## config.mk

```make
export PLATFORM = sky130hd
export DESIGN_NAME = sprite_mixer
export DESIGN_NICKNAME = d
export VERILOG_FILES = /design/src/rtl/sprite_mixer.sv
export SDC_FILE = /design/constraint.sdc
export NUM_CORES = 1
export LEC_CHECK = 0
export CAP_MARGIN = 20
export CORE_MARGIN = 10
export CORE_UTILIZATION = 45
export CTS_CLUSTER_SIZE = 14
export DETAILED_ROUTE_END_ITERATION = 7
export PLACE_DENSITY = 0.69
export SLEW_MARGIN = 20
export SYNTH_ARGS = -nofsm -noshare
export SYNTH_HDL_FRONTEND = slang
export SYNTH_SLANG_ARGS = --single-unit
```

## constraint.sdc

```tcl
create_clock -name clk -period 4.84 [get_ports clk]
set_input_delay 0.484 -clock clk [delete_from_list [all_inputs] [get_ports clk]]
set_output_delay 0.484 -clock clk [all_outputs]
set_load 0.01 [all_outputs]
```

## src/rtl/sprite_mixer.sv

```systemverilog
// Multi-sprite compositor: per-frame position update (x wrap, y clamp),
// fixed-priority colour mix over background, 2-cycle sync delay and overlap flag.
module sprite_mixer #(
  parameter int unsigned NUM_SPRITES = 4,
  parameter int unsigned SPRITE_W    = 32,
  parameter int unsigned SPRITE_H    = 32,
  parameter int unsigned SCREEN_W    = 640,
  parameter int unsigned SCREEN_H    = 480,
  parameter logic [11:0] BG_COLOR    = 12'h000
) (
  input  logic                        clk,
  input  logic                        rst,
  input  logic [10:0]                 beam_x,
  input  logic [9:0]                  beam_y,
  input  logic                        valid,
  input  logic                        hsync_in,
  input  logic                        vsync_in,
  input  logic                        frame_tick,
  input  logic [NUM_SPRITES-1:0]      sprite_en,
  input  logic [NUM_SPRITES*12-1:0]   sprite_color,
  input  logic [NUM_SPRITES*4-1:0]    delta_x,
  input  logic [NUM_SPRITES*4-1:0]    delta_y,
  input  logic                        load,
  input  logic [2:0]                  load_idx,
  input  logic [10:0]                 load_x,
  input  logic [9:0]                  load_y,
  output logic [3:0]                  vga_r,
  output logic [3:0]                  vga_g,
  output logic [3:0]                  vga_b,
  output logic                        vga_hs,
  output logic                        vga_vs,
  output logic [NUM_SPRITES*11-1:0]   pos_x,
  output logic [NUM_SPRITES*10-1:0]   pos_y,
  output logic                        collide
);

  localparam int unsigned XW    = 11;
  localparam int unsigned YW    = 10;
  localparam int unsigned Y_MAX = SCREEN_H - SPRITE_H;

  logic [XW-1:0]          px_q [NUM_SPRITES];
  logic [YW-1:0]          py_q [NUM_SPRITES];
  logic [11:0]            sx_c [NUM_SPRITES];
  logic [11:0]            sy_c [NUM_SPRITES];
  logic [11:0]            nx_c [NUM_SPRITES];
  logic [11:0]            ny_c [NUM_SPRITES];
  logic [NUM_SPRITES-1:0] hit_c;
  logic [NUM_SPRITES-1:0] hit1_q;
  logic                   v1_q, hs1_q, vs1_q;
  logic [11:0]            pix_c;
  logic                   multi_c;
  logic                   acc_q;

  // Next position per sprite: 12-bit arithmetic, x wraps, y clamps
  always_comb begin
    for (int i = 0; i < NUM_SPRITES; i++) begin
      sx_c[i] = {1'b0, px_q[i]} + {{8{delta_x[i*4+3]}}, delta_x[i*4 +: 4]};
      sy_c[i] = {2'b0, py_q[i]} + {{8{delta_y[i*4+3]}}, delta_y[i*4 +: 4]};
      nx_c[i] = sx_c[i];
      if (sx_c[i][11])
        nx_c[i] = sx_c[i] + 12'(SCREEN_W);
      else if (sx_c[i] >= 12'(SCREEN_W))
        nx_c[i] = sx_c[i] - 12'(SCREEN_W);
      ny_c[i] = sy_c[i];
      if (sy_c[i][11])
        ny_c[i] = 12'd0;
      else if (sy_c[i] > 12'(Y_MAX))
        ny_c[i] = 12'(Y_MAX);
    end
  end

  always_ff @(posedge clk) begin
    for (int i = 0; i < NUM_SPRITES; i++) begin
      if (rst) begin
        px_q[i] <= XW'(i * 2 * SPRITE_W);
        py_q[i] <= YW'(Y_MAX);
      end else if (load && (load_idx == 3'(i))) begin
        px_q[i] <= load_x;
        py_q[i] <= load_y;
      end else if (frame_tick) begin
        px_q[i] <= nx_c[i][XW-1:0];
        py_q[i] <= ny_c[i][YW-1:0];
      end
    end
  end

  always_comb begin
    for (int i = 0; i < NUM_SPRITES; i++) begin
      pos_x[i*11 +: 11] = px_q[i];
      pos_y[i*10 +: 10] = py_q[i];
    end
  end

  // Widened compares so a sprite near the right/bottom edge clips instead of wrapping
  always_comb begin
    for (int i = 0; i < NUM_SPRITES; i++) begin
      hit_c[i] = sprite_en[i]
              && ({1'b0, beam_x} >= {1'b0, px_q[i]})
              && ({1'b0, beam_x} <  ({1'b0, px_q[i]} + 12'(SPRITE_W)))
              && ({1'b0, beam_y} >= {1'b0, py_q[i]})
              && ({1'b0, beam_y} <  ({1'b0, py_q[i]} + 11'(SPRITE_H)));
    end
  end

  always_ff @(posedge clk) begin
    if (rst) begin
      v1_q   <= 1'b0;
      hs1_q  <= 1'b0;
      vs1_q  <= 1'b0;
      hit1_q <= '0;
    end else begin
      v1_q   <= valid;
      hs1_q  <= hsync_in;
      vs1_q  <= vsync_in;
      hit1_q <= hit_c;
    end
  end

  // Lowest index wins
  always_comb begin
    pix_c = BG_COLOR;
    for (int i = NUM_SPRITES - 1; i >= 0; i--) begin
      if (hit1_q[i]) pix_c = sprite_color[i*12 +: 12];
    end
  end

  assign multi_c = |(hit1_q & (hit1_q - NUM_SPRITES'(1)));

  always_ff @(posedge clk) begin
    if (rst) begin
      {vga_r, vga_g, vga_b} <= 12'h000;
      vga_hs                <= 1'b0;
      vga_vs                <= 1'b0;
      acc_q                 <= 1'b0;
      collide               <= 1'b0;
    end else begin
      {vga_r, vga_g, vga_b} <= v1_q ? pix_c : 12'h000;
      vga_hs                <= hs1_q;
      vga_vs                <= vs1_q;
      if (frame_tick) begin
        collide <= acc_q | (v1_q & multi_c);
        acc_q   <= 1'b0;
      end else begin
        acc_q   <= acc_q | (v1_q & multi_c);
      end
    end
  end

endmodule

```

### Yosys cells after proc, flatten, opt, wreduce, memory -nomap -nowiden

Memory sizes are Yosys's and may differ from the RTL's.
Cells that the tools add are included.

* bits in registers: 23
* latch bits: 0
* memory bits (writable): 84
* memory bits (read-only): 0
* input port bits: 136
* output and inout bits: 99
* word-level logic and storage cells: 172
* memories kept: 2

* add/sub/neg operators: 25
* $mul: 0
* div/mod/pow operators: 0
* order comparisons: 24
* eq/ne operators: 3
* shift operators: 0
* multiplexer cells: 63
* bitwise operators: 20
* reductions and logical operators: 24

Memories
* px_q: words 4, width 11, rd ports 4, clocked after Yosys merged registers in 0, write ports 4, RTL line 41 `logic [XW-1:0] px_q [NUM_SPRITES];`
* py_q: words 4, width 10, rd ports 4, clocked after Yosys merged registers in 0, write ports 4, RTL line 42 `logic [YW-1:0] py_q [NUM_SPRITES];`

Operator list (number)
* 11-bit 2-to-1 mux: 16
* 10-bit 2-to-1 mux: 16
* 11-bit by 12-bit adder with 12-bit output: 4
* 11-bit by 4-bit adder with 12-bit output: 4
* 11-bit by 6-bit adder with 12-bit output, second input constant: 4
* 12-bit by 10-bit >= comparator with 1-bit output, second input constant: 4
* 12-bit by 9-bit greater-than comparator with 1-bit output, second input constant: 4
* 11-bit by 12-bit less-than comparator with 1-bit output: 4
* 12-bit 2-to-1 mux: 4
* 10-bit by 6-bit adder with 11-bit output, second input constant: 4
* 11-bit by 10-bit adder with 11-bit output, second input constant: 4
* 11-bit >= comparator: 4
* 10-bit by 11-bit less-than comparator with 1-bit output: 4
* 11-bit by 10-bit subtractor with 11-bit output, second input constant: 4
* 10-bit >= comparator: 4
* 1-bit 2-to-1 mux: 27
* 1-bit logical AND: 20
* 1-bit OR: 17
* 3-bit by 2-bit == test with 1-bit output, second input constant: 2
* 4-bit bitwise AND: 1
* 2-bit OR reduction: 2
* 4-bit OR reduction: 1
* 4-bit by 1-bit subtractor with 4-bit output, second input constant: 1
* 3-bit by 1-bit == test with 1-bit output, second input constant: 1
* 3 further kinds: 3

### Longest topological paths before layout

* word-level depth: 7
* gate-level depth with buffers: 13
* gate-level depth less buffers: 13

### Worst setup path before layout

No wires, ideal clock.

* kind: in2reg
* start: input delta_x[0]
* end: memory px_q[0][9] (data pin)
* setup time: 259 ps
* data arrival time: 2671 ps
* data required time: 4581 ps
* slack: 1911 ps
* stages on the path: 12
* buffers on the path: 0
* path through: ha_1 -> inv_1 -> fa_1 -> nor2b_1 -> o2111ai_1 -> a31oi_1 -> a21o_1 -> a21oi_1 -> xnor2_1 -> nand3b_1 -> a311oi_1 -> a211o_1

RTL lines
* start, declared: RTL line 21 `input logic [NUM_SPRITES*4-1:0] delta_x,`
* end, declared: RTL line 41

==> results by group <==
Clocking
  – Worst-Skew Late Latency: 0.37 ns
  – Post-CTS Setup Inserts: 0
  – CTS resizes: 0
  – Clock net sink count: 107
  – Hold buffers post-CTS: 0
  – CTS tree: done
  – Clock transition at path regs: 0.08 ns
  – CTS H-tree lvls: 3
  – Max clock buf depth: 2
  – Inserted Clock Buffers: 9
  – Root Buffer: clkbuf_16

GRT
  – Number of global-route vias before repair: 11500
  – GR Util All Layers: 0.220
  – GR Overflow Total: 0
  – Largest net degree at the start of global routing: 27
  – Initial antenna violation count: 3
  – First-pass GRT wire length: 62.7 mm

Detailed routing
  – WL/cell: 19.8 um
  – Final WL: 41.0 mm
  – Iteration-0 DRC Markers: 934
  – Via-to-Cell Ratio: 5.84
  – Drt first pass iters: 7
  – Routed vias: 12100
  – DRC viols: 0
  – Detail Route Antenna Nets: 0

STA
  – Fin crit period: 3.54 ns
  – Worst-Margin Slew: 1.07 ns
  – Setup_tns: 0 ns
  – Period utilization: 0.730
  – Final setup fails: 0
  – Final hold violation count: 0
  – Rel. slew slack: 0.282
  – Skew final: 0.00675 ns
  – RSZ-0062 raised after global routing: false
  – Hold slack: 0.450 ns
  – Slew Viols, Final: 0
  – Max Freq: 0.283 GHz

Worst setup path
  – Kind of critical path: input pin to flip-flop
  – Crit path buffers/inverters: 1
  – Worst path arrival time: 3.74 ns
  – CP Max Fanout: 11
  – Cell class contributing the biggest share of worst-path delay: compound AO/OA/AOI/OAI gates
  – Critical Path RT: 5.05 ns
  – Slowest stage cell, crit path: xnor2_1
  – Critical Path Max Stage Delay: 0.68 ns
  – CP Launch Type: input pin
  – Worst-path cell chain: clkdlybuf4s50_1 -> ha_1 -> nand3_1 -> o2111a_1 -> o31ai_1 -> a21oi_1 -> xnor2_1 -> nand2_1 -> a21oi_1 -> a21oi_1 -> o21ai_0
  – Most Frequent Cell on Critical Path: a21oi_1
  – Crit. End Element: flip-flop

Yosys
  – Synthesized instance count: 1472
  – Distinct cells, synth: 77
  – Synth Area per Inst: 8.59 um^2
  – Area of the mapped netlist: 12600 um^2
  – Sequential share of the synthesized area: 0.236
  – Syn Nets: 1848
  – Number of flops mapped to enable cells by yosys: 84
  – Yosys reg bits: 107
  – FFs w/ async S/R, synth: 0
  – Post-synth top flop: edfxtp_1
  – Yosys warnings: 0

Die
  – Chip Width: 188 um
  – Initial Util: 0.455
  – Core area: 27800 um^2
  – Die height: 188 um
  – Area of the die: 35200 um^2
  – Top-level I/O count: 235
  – # rows: 61

Flow run
  – Max Cap Viol: 0

Layout
  – Register area: 2980 um^2
  – Filler cells: 2592
  – P&R area growth vs syn: 24.3%
  – Share of cells above drive strength 1: 0.0200
  – Area occupied by multi-input gates: 9040 um^2
  – Most frequent cells in the layout: 234 x clkdlybuf4s50_1, 232 x ha_1, 136 x inv_1
  – Commonest non-fill, non-tap cell in the layout: clkdlybuf4s50_1
  – Final #Nets: 2070

Min path
  – Min-Delay Path Class: flip-flop to flip-flop

Placement
  – Port bufs: 234
  – GPL Wtd Cong: 0.901
  – Post-DP HPWL: 33.1 mm

Power and ir drop
  – Pwr Density: 300 nW/um^2
  – Worst vdd ir: 0.000217 V
  – Leakage: 6.59 nW

Status
  – Outcome: finished, final reports clean
-- cell usage after synthesis, drive strengths merged (12+ instances only) --
cell type,count,area [um^2]
a2111oi,13,114
a211oi,19,153
a21o,24,180
a21oi,120,601
a22o,24,210
a22oi,17,141
a31oi,12,75.1
a32o,13,130
clkbuf,22,82.6
dfxtp,23,460
edfxtp,84,2520
ha,232,2900
inv,136,510
nand2,89,334
nand2b,33,206
nand3,40,200
nand4,12,75.1
nor2,106,398
nor2b,36,225
nor3,28,140
o211ai,12,90.1
o21a,40,302
o21ai,97,485
xnor2,71,622
xor2,24,210
-- path summary, 6_finish.rpt --
| path | end | slack (ns) | cells past startpoint | start |
|---|---|---|---|---|
| hold / removal | vga_vs | 0.45 | 1 | vs1_q |
| hold reg to reg | vga_vs | 0.45 | 1 | vs1_q |
| setup / recovery | px_q[2][8] | 1.30 | 11 | delta_x[11] |
| setup reg to reg | px_q[0][9] | 1.59 | 12 | px_q[0][0] |
-- through the flow --
step,worst slack [ns],power (mW),cell area [um^2],std cells,utilization
floorplan,1.91,3.00,12600,1472,-
global placement,1.13,3.76,15400,2061,0.554
detailed placement,1.02,3.83,15400,2061,0.554
CTS,1.37,4.69,15700,2077,0.565
global route,1.00,5.06,15700,2078,0.566
finish,1.30,4.72,15700,2078,0.566
-- report_power, final --
| group | internal [mW] | switching (mW) |
|---|---|---|
| registers | 1.12 | 0.157 |
| clock network | 0.465 | 0.399 |
| logic | 1.17 | 1.41 |
| total | 2.75 | 1.97 |
-- sequential cells by signal, summed over array words and instances (netlist names) --
register  flops
acc_q         1
collide       1
hit1_q        4
hs1_q         1
px_q         44
py_q         40
v1_q          1
vga_b         4
vga_g         4
vga_hs        1
vga_r         4
vga_vs        1
vs1_q         1
-- layer usage --
metal  share of wire  GRT usage
met5         0.00051          0
met4           0.024     0.0637
met3           0.056     0.0377
met2            0.47      0.373
met1            0.45      0.280
-- cells by family (layout without fill, tap and decap cells) --
| kind of cell | Yosys count | count (layout) | synth area share |
|---|---|---|---|
| compound gates | 467 | 467 | 0.251 |
| simple gates | 396 | 396 | 0.153 |
| fa+ha+maj | 241 | 241 | 0.243 |
| buf+inv | 163 | 390 | 0.0486 |
| flops | 107 | 107 | 0.236 |
| xor+xnor | 95 | 95 | 0.0658 |
| mux | 3 | 3 | 0.00248 |
| other cells | 0 | 1 | 0 |
-- area by class of cell --
type	instances	area share
repair buffers	238	0.151
flip-flops and latches	107	0.190
well taps	378	0.0301
inverters	136	0.0325
diodes	1	0.000159
multi-input cells	1202	0.575
clock buffers	9	0.0143
clock inverters	7	0.00669
-- worst reg2reg max path: cells and delay by family (launching register included) --
kind	cells	cell delay, ns
AOI/OAI and AO/OA	6	1.01
adders and majority gates	2	0.63
xor gates and xnor gates	1	0.49
DFF	1	0.46
buffers and inverters	1	0.06
and+or+nand+nor	2	0.37
(Power assumes the default switching activity.)
